<file path="src/rtl/ifu_pkg.sv">
// Shared types and defaults for the instruction fetch unit.
package ifu_pkg;

    localparam int unsigned XLEN       = 32;
    localparam int unsigned FIFO_W     = 2 * XLEN;
    localparam int unsigned FIFO_DEPTH = 2;
    localparam int unsigned CNT_W      = 2;

    localparam logic [XLEN-1:0] RESET_PC_DEFAULT  = 32'h0000_0000;
    localparam logic [XLEN-1:0] NOP_INSTR_DEFAULT = 32'h0000_0000;
    localparam logic [XLEN-1:0] PC_ALIGN_MASK     = 32'hFFFF_FFFC;
    localparam logic [XLEN-1:0] PC_STEP           = 32'h0000_0004;

    typedef enum logic [1:0] {
        ST_FETCH = 2'd0,
        ST_WAIT  = 2'd1,
        ST_KILL  = 2'd2
    } ifu_state_e;

    typedef struct packed {
        logic [XLEN-1:0] pc;
        logic [XLEN-1:0] instr;
    } fetch_entry_t;

endpackage

</file>
<file path="src/rtl/ifu_fifo.sv">
// Two-entry synchronous FIFO of {pc, instr}; flush empties it in one cycle.
module ifu_fifo
    import ifu_pkg::*;
(
    input  logic              clk,
    input  logic              rst,
    input  logic              push,
    input  logic              pop,
    input  logic              flush,
    input  logic [FIFO_W-1:0] wdata,
    output logic [FIFO_W-1:0] head,
    output logic [CNT_W-1:0]  count
);

    logic [FIFO_W-1:0] mem [FIFO_DEPTH];
    logic              rd_ptr;
    logic              wr_ptr;
    logic              do_push;
    logic              do_pop;

    assign do_pop  = pop && (count != '0);
    assign do_push = push && ((count != CNT_W'(FIFO_DEPTH)) || do_pop);

    // Pointers and occupancy
    always_ff @(posedge clk) begin
        if (rst || flush) begin
            rd_ptr <= 1'b0;
            wr_ptr <= 1'b0;
            count  <= '0;
        end else begin
            if (do_push) wr_ptr <= ~wr_ptr;
            if (do_pop)  rd_ptr <= ~rd_ptr;
            case ({do_push, do_pop})
                2'b10:   count <= count + CNT_W'(1);
                2'b01:   count <= count - CNT_W'(1);
                default: count <= count;
            endcase
        end
    end

    // Storage carries no reset; occupancy alone decides validity
    always_ff @(posedge clk) begin
        if (do_push && !flush) mem[wr_ptr] <= wdata;
    end

    assign head = mem[rd_ptr];

endmodule

</file>
<file path="src/rtl/instr_fetch_unit.sv">
// Instruction fetch: one outstanding memory request, 2-deep prefetch buffer,
// branch redirect that squashes buffered and in-flight instructions.
module instr_fetch_unit
    import ifu_pkg::*;
#(
    parameter logic [XLEN-1:0] RESET_PC  = RESET_PC_DEFAULT,
    parameter logic [XLEN-1:0] NOP_INSTR = NOP_INSTR_DEFAULT
) (
    input  logic            clk,
    input  logic            rst,
    input  logic            PCWrite,
    input  logic            branch_taken,
    input  logic [XLEN-1:0] branch_target,
    output logic            imem_req,
    output logic [XLEN-1:0] imem_addr,
    input  logic            imem_ready,
    input  logic            imem_rvalid,
    input  logic [XLEN-1:0] imem_rdata,
    output logic [XLEN-1:0] instr_out,
    output logic [XLEN-1:0] pc_out,
    output logic            instr_valid
);

    ifu_state_e        state_q, state_d;
    logic [XLEN-1:0]   fetch_pc_q, fetch_pc_d;
    logic [XLEN-1:0]   req_pc_q, req_pc_d;

    logic              fifo_push;
    logic              fifo_pop;
    logic              fifo_flush;
    logic [CNT_W-1:0]  fifo_count;
    logic [FIFO_W-1:0] fifo_head;
    fetch_entry_t      head;
    fetch_entry_t      push_entry;

    // State register
    always_ff @(posedge clk) begin
        if (rst) begin
            state_q    <= ST_FETCH;
            fetch_pc_q <= RESET_PC;
            req_pc_q   <= RESET_PC;
        end else begin
            state_q    <= state_d;
            fetch_pc_q <= fetch_pc_d;
            req_pc_q   <= req_pc_d;
        end
    end

    // Next state and request generation; a redirect overrides everything else
    always_comb begin
        state_d    = state_q;
        fetch_pc_d = fetch_pc_q;
        req_pc_d   = req_pc_q;
        imem_req   = 1'b0;
        fifo_push  = 1'b0;
        fifo_flush = 1'b0;

        if (branch_taken) begin
            fifo_flush = 1'b1;
            fetch_pc_d = branch_target & PC_ALIGN_MASK;
        end

        case (state_q)
            ST_FETCH: begin
                if (!branch_taken && (fifo_count < CNT_W'(FIFO_DEPTH))) begin
                    imem_req = 1'b1;
                    if (imem_ready) begin
                        req_pc_d   = fetch_pc_q;
                        fetch_pc_d = fetch_pc_q + PC_STEP;
                        state_d    = ST_WAIT;
                    end
                end
            end
            ST_WAIT: begin
                if (branch_taken) begin
                    state_d = imem_rvalid ? ST_FETCH : ST_KILL;
                end else if (imem_rvalid) begin
                    fifo_push = 1'b1;
                    state_d   = ST_FETCH;
                end
            end
            ST_KILL: begin
                if (imem_rvalid) state_d = ST_FETCH;
            end
            default: state_d = ST_FETCH;
        endcase

        if (rst) imem_req = 1'b0;
    end

    assign imem_addr        = fetch_pc_q;
    assign push_entry.pc    = req_pc_q;
    assign push_entry.instr = imem_rdata;

    assign instr_valid = (fifo_count != '0) && !rst;
    assign fifo_pop    = instr_valid && PCWrite && !branch_taken;
    assign head        = fetch_entry_t'(fifo_head);
    assign instr_out   = instr_valid ? head.instr : NOP_INSTR;
    assign pc_out      = instr_valid ? head.pc    : '0;

    ifu_fifo u_fifo (
        .clk   (clk),
        .rst   (rst),
        .push  (fifo_push),
        .pop   (fifo_pop),
        .flush (fifo_flush),
        .wdata (FIFO_W'(push_entry)),
        .head  (fifo_head),
        .count (fifo_count)
    );

endmodule

</file>
<file path="config.mk">
export PLATFORM = sky130hd
export DESIGN_NAME = instr_fetch_unit
export DESIGN_NICKNAME = d
export VERILOG_FILES = /design/src/rtl/ifu_pkg.sv /design/src/rtl/ifu_fifo.sv /design/src/rtl/instr_fetch_unit.sv
export SDC_FILE = /design/constraint.sdc
export NUM_CORES = 1
export LEC_CHECK = 0
export ABC_AREA = 1
export CORE_ASPECT_RATIO = 0.5
export CORE_MARGIN = 2
export CORE_UTILIZATION = 50
export DETAILED_ROUTE_END_ITERATION = 16
export PLACE_DENSITY = 0.82
export SLEW_MARGIN = 20
export SYNTH_ARGS = -nofsm -noshare
export SYNTH_HDL_FRONTEND = slang
export SYNTH_SLANG_ARGS = --single-unit
</file>
<file path="constraint.sdc">
create_clock -name clk -period 5.5 [get_ports clk]
set_input_delay 0.825 -clock clk [delete_from_list [all_inputs] [get_ports clk]]
set_output_delay 0.825 -clock clk [all_outputs]
set_load 0.03 [all_outputs]
</file>
==> reports/qor.yml, run 1 <==
yosys_register_bits: 199
synth_area_leaders: "edfxtp_1 44%, dfxtp_1 16%, nand2_1 8.7%, mux2_2 8.2%, inv_1 4.9%"
dieArea_sq_mm: 0.0187
status: "complete, no violations"
portBuffers: 165
hpwlAfterDp_mm: 13.6
reg2reg_to: "u_fifo.mem[1][22]"
synth_top_cell_by_area: "edfxtp_1"
worst_slew_pin_slew_ns: 0.941
ir_drop_mv: 0.297
drt_iter0_markers: 636
grt_max_degree: 72
grt_pass1_wl_mm: 33.3
multi_input_area_sq_mm: 0.00287
postSynthAreaPerCell_sq_um: 10.0
grt_util_all_layers_pct: 22.8
slew_viol_final: 0
topRoutingLayerUsed: "met4"
min_from: "req_pc_q[30]"
layout_commonest_cell: "nand2_1"
core_area_sq_mm: 0.0173
dp.cells: 1243
crit_slowest_cell: "dfxtp_2"
viasPerCell: 5.25
min_path_cells: 0
postCtsHoldBufs: 0
vias: 6700
fin_skew_ns: 0.0137
remaining_drc_errors: 0
ys_seq_area_share_pct: 60.1
syn2layout_area_growth_pct: 28.0
post-cts-setup-buffer-count: 0
critPathKind: "flip-flop to primary output"
clk_latency_ns: 0.43
hold_end: "u_fifo.mem[0][62]"
setup_viol_count_final: 0
htreeDepth: 4
p_per_area_mw_per_mm2: 285
ff2ff_setup_slack_ns: 3.08
cts_tree: "built"
rows: 34
start_util_pct: 50.7
path_clk_slew_ns: 0.08
wl_met1_mm: 9.10
root_buffer: "clkbuf_16"
worst-path-max-fanout: 35
drive_gt1_share_pct: 12.4
ys.warnings.count: 0
ios: 168
ff_latch_area_sq_mm: 0.00527
synth_top_area_share_pct: 43.9
post_cts_resize_count: 0
period_share_pct: 69.1
period_needed_ns: 3.80
hp-class: "flip-flop to flip-flop"
placed_area_sq_mm: 0.0106
antenna_found_initial: 0
numCtsBuffers: 17
leakagePower_uw: 0.00452
hold_viol: 0
netlist_area_sq_mm: 0.00876
fin_cells: 1275
drtAntennaViolNets: 0
r2r-start: "u_fifo.count[0]"
cts.sink_count: 199
die_w_microns: 191
dr.pass1.iters: 5
final_cell_mix: "204 x nand2_1, 164 x clkdlybuf4s50_1, 128 x edfxtp_1"
wl_met3_mm: 1.31
critPathLaunchType: "flip-flop"
grt_pass1_vias: 6612
cp_slowest_stage_delay_ns: 0.87
dr_wl_met2_mm: 10.4
cp_top_family: "buffers and inverters"
drv_cap: 0
nNetsFinal: 1100
postSynthCellCount: 876
cp-end-kind: "primary output"
rsz0062_at_grt: "false"
grt-ovfl-total: 0
n_antenna_cell: 0
reg2reg_depth: 5
die_y_microns: 97.6
routed_wl_mm: 21.0
fillCellCount: 1356
routedWlPerCell_microns: 16.5
fin_setup_tns_ns: 0
cp_cell_sequence: "buf_4 > mux2_2 > nand2_1 > inv_1 > clkdlybuf4s50_1"
clock.fmax_ghz: 0.263
yosysUniqueCellTypes: 40
place_congestion: 0.866
crit_arrival_ns: 2.97
slew_headroom_pct: 37.3
syn-num-nets: 948
crit_buf_inv: 3
final_cell_area_sq_mm: 0.0112
clk_path_buf_depth: 2
crit_required_ns: 4.68
## synthesized netlist by cell type
| cell type | n |
|---|---|
| nand3_2 | 3 |
| inv_2 | 2 |
| nand3_4 | 1 |
| nor2_1 | 73 |
| a22oi_1 | 1 |
| a21oi_1 | 39 |
| edfxtp_1 | 128 |
| nor3_1 | 6 |
| o211ai_1 | 11 |
| a211oi_1 | 1 |
| or2_1 | 1 |
| nor2_2 | 1 |
| o21a_1 | 9 |
| a31oi_1 | 7 |
| a311oi_1 | 2 |
| ha_1 | 2 |
| nand2_1 | 204 |
| nor4_1 | 2 |
| o31ai_1 | 1 |
| o21ai_1 | 2 |
| nor2_8 | 1 |
| buf_6 | 2 |
| xor2_1 | 3 |
| nand4_1 | 16 |
| nand2_2 | 3 |
| clkbuf_1 | 15 |
| buf_2 | 18 |
| a21oi_2 | 1 |
| o211a_1 | 1 |
| nand3_1 | 28 |
| nor2_4 | 3 |
| buf_1 | 6 |
| buf_4 | 1 |
| inv_1 | 114 |
| clkinv_1 | 1 |
| mux2_2 | 64 |
| dfxtp_1 | 71 |
| o21ai_0 | 28 |
| xnor2_1 | 1 |
| or2_2 | 3 |
## where the power goes
group / internal (uW) / leakage [uW] / switching (uW) / total (uW)
sequential: 1620 / 0.00181 / 43.1 / 1660
combinational: 117 / 0.00242 / 148 / 265
clock: 627 / 0.000300 / 643 / 1270
total: 2360 / 0.00452 / 834 / 3200
## per-layer routing
metal  up-vias  track usage (%)
li1       3213                -
met1      3208             30.1
met2       253             39.7
met3        26             3.47
met4         0             4.97
met5         -                0
## how the worst max path moves through the flow
stage / endpoint / depth (start not counted) / slack, ns
after global routing: instr_out[16] / 5 / 1.52
after global placement: pc_out[16] / 7 / 1.75
after detailed placement: u_fifo.mem[1][5] / 7 / 1.70
after CTS: pc_out[14] / 5 / 1.67
final: pc_out[14] / 5 / 1.70
after floorplan: u_fifo.mem[0][0] / 5 / 0.98
## kinds of logic (layout without fill, tap and decap cells)
group,Yosys count,count (layout),share of synthesized area (%)
buffers and inverters,159,324,7.29
AND/OR/NAND/NOR,345,345,16.8
flip-flops,199,199,60.1
AO/OA/AOI/OAI,103,103,6.83
multiplexers,64,64,8.23
adder cells (fa/ha/maj),2,2,0.286
XOR/XNOR,4,4,0.400
## state kept, by name, indices dropped and copies added, names as in the netlist, named ones only
| signal | flops |
|---|---|
| imem_addr | 32 |
| state_q | 2 |
| req_pc_q | 32 |
| u_fifo.mem | 128 |
| u_fifo.wr_ptr | 1 |
| u_fifo.rd_ptr | 1 |
| u_fifo.count | 2 |
## final cells by class
cell class	count	area share, %
repair buffers	175	15.4
flip-flops and latches	199	47.0
well taps	234	2.61
multi-input cells	518	25.6
clock buffers	17	3.80
inverters	117	3.93
clock inverters	15	1.71
## worst reg2reg max path, stage by stage (launching register included)
cell	delay [ns]
dfxtp_1	0.44
inv_1	0.10
nand3_1	0.12
nand4_1	0.30
nor2_4	0.68
buf_4	0.45
## stage by stage
| step | setup WS, ns | hold slack, ns | power (uW) | util, % |
|---|---|---|---|---|
| 2_1_floorplan | 0.982 | 0.420 | 1830 | - |
| 3_3_place_gp | 1.75 | 0.433 | 1950 | 61.3 |
| 3_5_place_dp | 1.70 | 0.439 | 1960 | 61.3 |
| 4_1_cts | 1.67 | 0.458 | 3210 | 64.9 |
| 5_1_grt | 1.52 | 0.480 | 3300 | 64.9 |
| 6_report | 1.70 | 0.456 | 3200 | 64.9 |
(Power assumes the default switching activity.)
==> run 2: changes to the inputs <==
==> constraint.sdc (replaced) <==
create_clock -name clk -period 3.7 [get_ports clk]
set_input_delay 0.555 -clock clk [delete_from_list [all_inputs] [get_ports clk]]
set_output_delay 0.555 -clock clk [all_outputs]
set_load 0.03 [all_outputs]
==> reports/qor.yml, run 2 (synthesized netlist as in run 1, its figures left out) <==
critPathLaunchType: "input pin"
root_buffer: "clkbuf_16"
drv_cap: 0
core_area_sq_mm: 0.0173
portBuffers: 165
regMostFlops: "u_fifo.mem"
placed_area_sq_mm: 0.0105
nNetsFinal: 1101
reg2reg_depth: 5
crit_arrival_ns: 2.49
path_clk_slew_ns: 0.07
slew_viol_final: 0
drive_gt1_share_pct: 15.9
clk_path_buf_depth: 2
hpwlAfterDp_mm: 13.5
ir_drop_mv: 0.270
cp-end-kind: "primary output"
place_congestion: 0.929
rows: 34
grt_util_all_layers_pct: 22.1
n_antenna_cell: 0
fillCellCount: 1368
layout_commonest_cell: "nand2_1"
rsz0062_at_grt: "false"
dr.pass1.iters: 6
p_per_area_mw_per_mm2: 422
dieArea_sq_mm: 0.0187
grt-ovfl-total: 0
final_cell_area_sq_mm: 0.0111
critPathKind: "input pin to primary output"
crit_required_ns: 3.14
start_util_pct: 50.7
htreeDepth: 4
period_share_pct: 82.4
fin_skew_ns: 0.0147
grt_pass1_wl_mm: 32.2
clk_latency_ns: 0.42
routed_wl_mm: 20.4
slew_headroom_pct: 44.8
viasPerCell: 5.23
post_cts_resize_count: 0
ios: 168
final_core_util_pct: 64.4
die_w_microns: 191
post-cts-setup-buffer-count: 0
min_path_cells: 0
drt_iter0_markers: 606
clock.fmax_ghz: 0.328
worst-path-max-fanout: 7
setup_viol_count_final: 0
antenna_found_initial: 0
cts.sink_count: 199
final_cell_mix: "204 x nand2_1, 128 x clkdlybuf4s50_1, 128 x edfxtp_1"
remaining_drc_errors: 0
pre_cts_ws_ns: 0.650
numCtsBuffers: 17
worst_slew_pin_slew_ns: 0.826
hold_viol: 0
hp-class: "flip-flop to flip-flop"
postCtsHoldBufs: 0
leakagePower_uw: 0.00460
largest_reg_flops: 128
status: "complete, no violations"
syn2layout_area_growth_pct: 27.0
period_needed_ns: 3.05
dp.cells: 1244
routedWlPerCell_microns: 16.0
fin_cells: 1276
fin_setup_tns_ns: 0
drtAntennaViolNets: 0
postLayoutSetupSlackWorst_ns: 0.652
die_y_microns: 97.6
grt_max_degree: 72
grt_pass1_vias: 6433
vias: 6670
cts_tree: "built"
==> run 2: cell types whose count changed in the layout (fill, tap and decap cells not counted), moves of 2 or more <==
cell	previous run	this run
buf_12	0	2
inv_12	2	0
clkinv_8	5	2
inv_6	1	5
buf_4	10	45
inv_8	4	2
clkdlybuf4s50_1	164	128
==> run 2: metrics by stage <==
step | power (uW) | hold slack, ns
CTS | 4730 | 0.454
global placement | 2890 | 0.436
detailed placement | 2900 | 0.445
global route | 4850 | 0.482
finish | 4700 | 0.455
floorplan | 2720 | 0.420
==> run 2: path summary, 6_finish.rpt <==
check	slack (ns)	endpoint	startpoint
setup / recovery	0.65	imem_req	branch_taken
hold / removal	0.46	u_fifo.mem[1][50]	req_pc_q[18]
setup reg to reg	1.69	u_fifo.mem[0][14]	state_q[0]
hold reg to reg	0.46	u_fifo.mem[1][50]	req_pc_q[18]
==> run 2: area by class of cell <==
cell class	count	area, sq um	area share, %
inverters	117	439	3.95
multi-input cells	518	2870	25.8
repair buffers	176	1660	15.0
clock inverters	13	128	1.15
clock buffers	19	464	4.17
well taps	234	293	2.63
flip-flops and latches	199	5270	47.4
==> run 2: report_power, final <==
| part | switching (uW) | total (uW) | internal [uW] |
|---|---|---|---|
| Combinational | 216 | 390 | 174 |
| Sequential | 63.3 | 2470 | 2410 |
| Clock | 883 | 1840 | 955 |
==> run 2: routing by layer <==
layer	global-route usage (%)	part of all wire, %
met1	29.6	45
met5	0	0
met2	37.2	49
met3	3.11	5.7
met4	6.86	0.90
==> run 2: worst max-delay path, stage by stage <==
cell             delay (ns)
clkdlybuf4s50_1        0.59
nor2_1                 0.24
inv_1                  0.07
nor4_1                 0.30
clkdlybuf4s50_1        0.75
==> RTL change: new RTL, flow settings as in run 1 <==
Register the input `branch_target` before use. The logic sees it one clock later. The other inputs are not delayed to match.
--- a/src/rtl/instr_fetch_unit.sv
+++ b/src/rtl/instr_fetch_unit.sv
@@ -20,6 +20,12 @@
     output logic [XLEN-1:0] pc_out,
     output logic            instr_valid
 );
+
+    logic [XLEN-1:0] branch_target_q;
+
+    always_ff @(posedge clk) begin
+        branch_target_q <= branch_target;
+    end
 
     ifu_state_e        state_q, state_d;
     logic [XLEN-1:0]   fetch_pc_q, fetch_pc_d;
@@ -57,7 +63,7 @@
 
         if (branch_taken) begin
             fifo_flush = 1'b1;
-            fetch_pc_d = branch_target & PC_ALIGN_MASK;
+            fetch_pc_d = branch_target_q & PC_ALIGN_MASK;
         end
 
         case (state_q)
Function: changed (a bounded check fails within 4 cycles, from zero or initial values and one cycle with rst high).
==> RTL change against run 1 <==
Synthesized cell count increased by 7.1%. Sequential power increased by 15%. Routed wire length grew 5.1%. Hold slack got worse by 0.0022 ns. Design area rose by 8.2%. Area after synthesis grew 9.5%. Sequential cell count rose by 30. Power is 14% higher. Utilization up 0.24 points. Worst setup slack lost 0.58 ns.
==> RTL change: results (changes against run 1) <==
layout:
  signal_buffers: 176  # +0.57%
  seq_cells: 229  # +15%
  register_area_mm2: 0.005867  # +11%
  instances_no_fill: 1371  # +7.5%
  nMultiInputCombCells: 536  # +3.5%
  n_clock_buffer: 31  # +14
  seq_share: 0.4841  # +0.01414
  drive_gt1_frac: 0.1466  # +0.02266
  multi_input_area_mm2: 0.002997  # +4.5%
  clk_share: 0.05761  # +0.002562
  n_fill_cell: 1413  # +4.2%
  inv_count: 133  # +14%
cts:
  cts_buffer_depth: 3  # +1
  cts_max_level: 1  # -3
  clkLatencyLatePin_ns: 0.50  # +0.07 ns
  clkTransAtPathRegs_ns: 0.06  # -0.02 ns
  cts_inserted_buffers: 21  # +4
setup_path:
  timing.rr.start: "state_q[0]$_SDFFE_PP0P_"
  path_max_fanout: 33  # -5.7%
  cpMaxStageDelayCell: "clkdlybuf4s50_1"
  crit_start: "rst"
  slowest_delay_ns: 0.66  # -0.21 ns
detailed_routing:
  drt-met1-wl_mm: 9.380  # +3.1%
  dr_wl_met3_mm: 1.713  # +31%
  drt-total-wl_mm: 22.10  # +5.1%
  first_iter_violations: 456  # -28%
  via_per_inst: 5.089  # -3.2%
  wl_met2_mm: 10.59  # +1.9%
synthesis:
  synth_nets: 1010  # +6.5%
  synth_common_cells: "nand2_1, edfxtp_1, inv_1"
  ys_types: 44  # +10%
  yosysSeqAreaShare: 0.6119  # +0.01062
  synth_cells: 938  # +7.1%
  synth.area.top_cells: "edfxtp_1, dfxtp_1, nand2_1, mux2_2, inv_1"
power:
  leakage_nw: 4.955  # +9.5%
  ir_drop_mv: 0.1921  # -35%
placed_design:
  dp_cells: 1333  # +7.2%
  place_ws_ns: 1.114  # -0.5822 ns
  hpwlAfterDp_mm: 14.62  # +7.5%
  gp_congestion: 0.8889  # +2.6%
  placed_cell_area_mm2: 0.01142  # +7.9%
grt:
  grt_pass1_vias: 6585  # -0.41%
  grtUsageTotal: 0.2163  # -0.01149
  grt_first_pass_wirelength_mm: 34.30  # +3.1%
  met1_usage: 0.2837  # -0.01764
  met2_usage: 0.3761  # -0.02137
  grt_util_met3: 0.04125  # +0.006585
  grt_max_degree: 58  # -19%
sta:
  finClkSkew_ns: 0.007347  # -0.006358 ns
  worstMarginPinSlew_ns: 1.070  # +0.1289 ns
run_status:
  outcome: "completed"
hold_path:
  min_from: "req_pc_q[2]$_SDFFE_PP0P_"
  min_path_type: "flop to flop"
[RTL change: cell families (layout without fill, tap and decap cells)]
kind of cell,Yosys count,count (layout),share of synthesized area
mux,64,64,0.07519
fa+ha+maj,2,2,0.002610
buf+inv,173,347,0.07701
simple gates,352,352,0.1647
xor+xnor,3,3,0.002742
compound gates,115,115,0.06579
flops,229,229,0.6119
[RTL change: power breakdown]
group | internal, mW | switching, mW | leakage [nW]
sequential | 1.86 | 0.0541 | 2.01
combinational | 0.124 | 0.162 | 2.60
clock | 0.831 | 0.623 | 0.343
total | 2.81 | 0.839 | 4.96
[RTL change: path summary, 6_finish.rpt]
check / end / slack [ns] / depth (start not counted)
worst max-delay path: pc_out[8] / 1.13 / 9
worst min-delay path: u_fifo.mem[1][34]$_DFFE_PP_ / 0.45 / 0
worst max register to register: u_fifo.mem[0][21]$_DFFE_PP_ / 3.11 / 5
worst min register to register: u_fifo.mem[1][34]$_DFFE_PP_ / 0.45 / 0
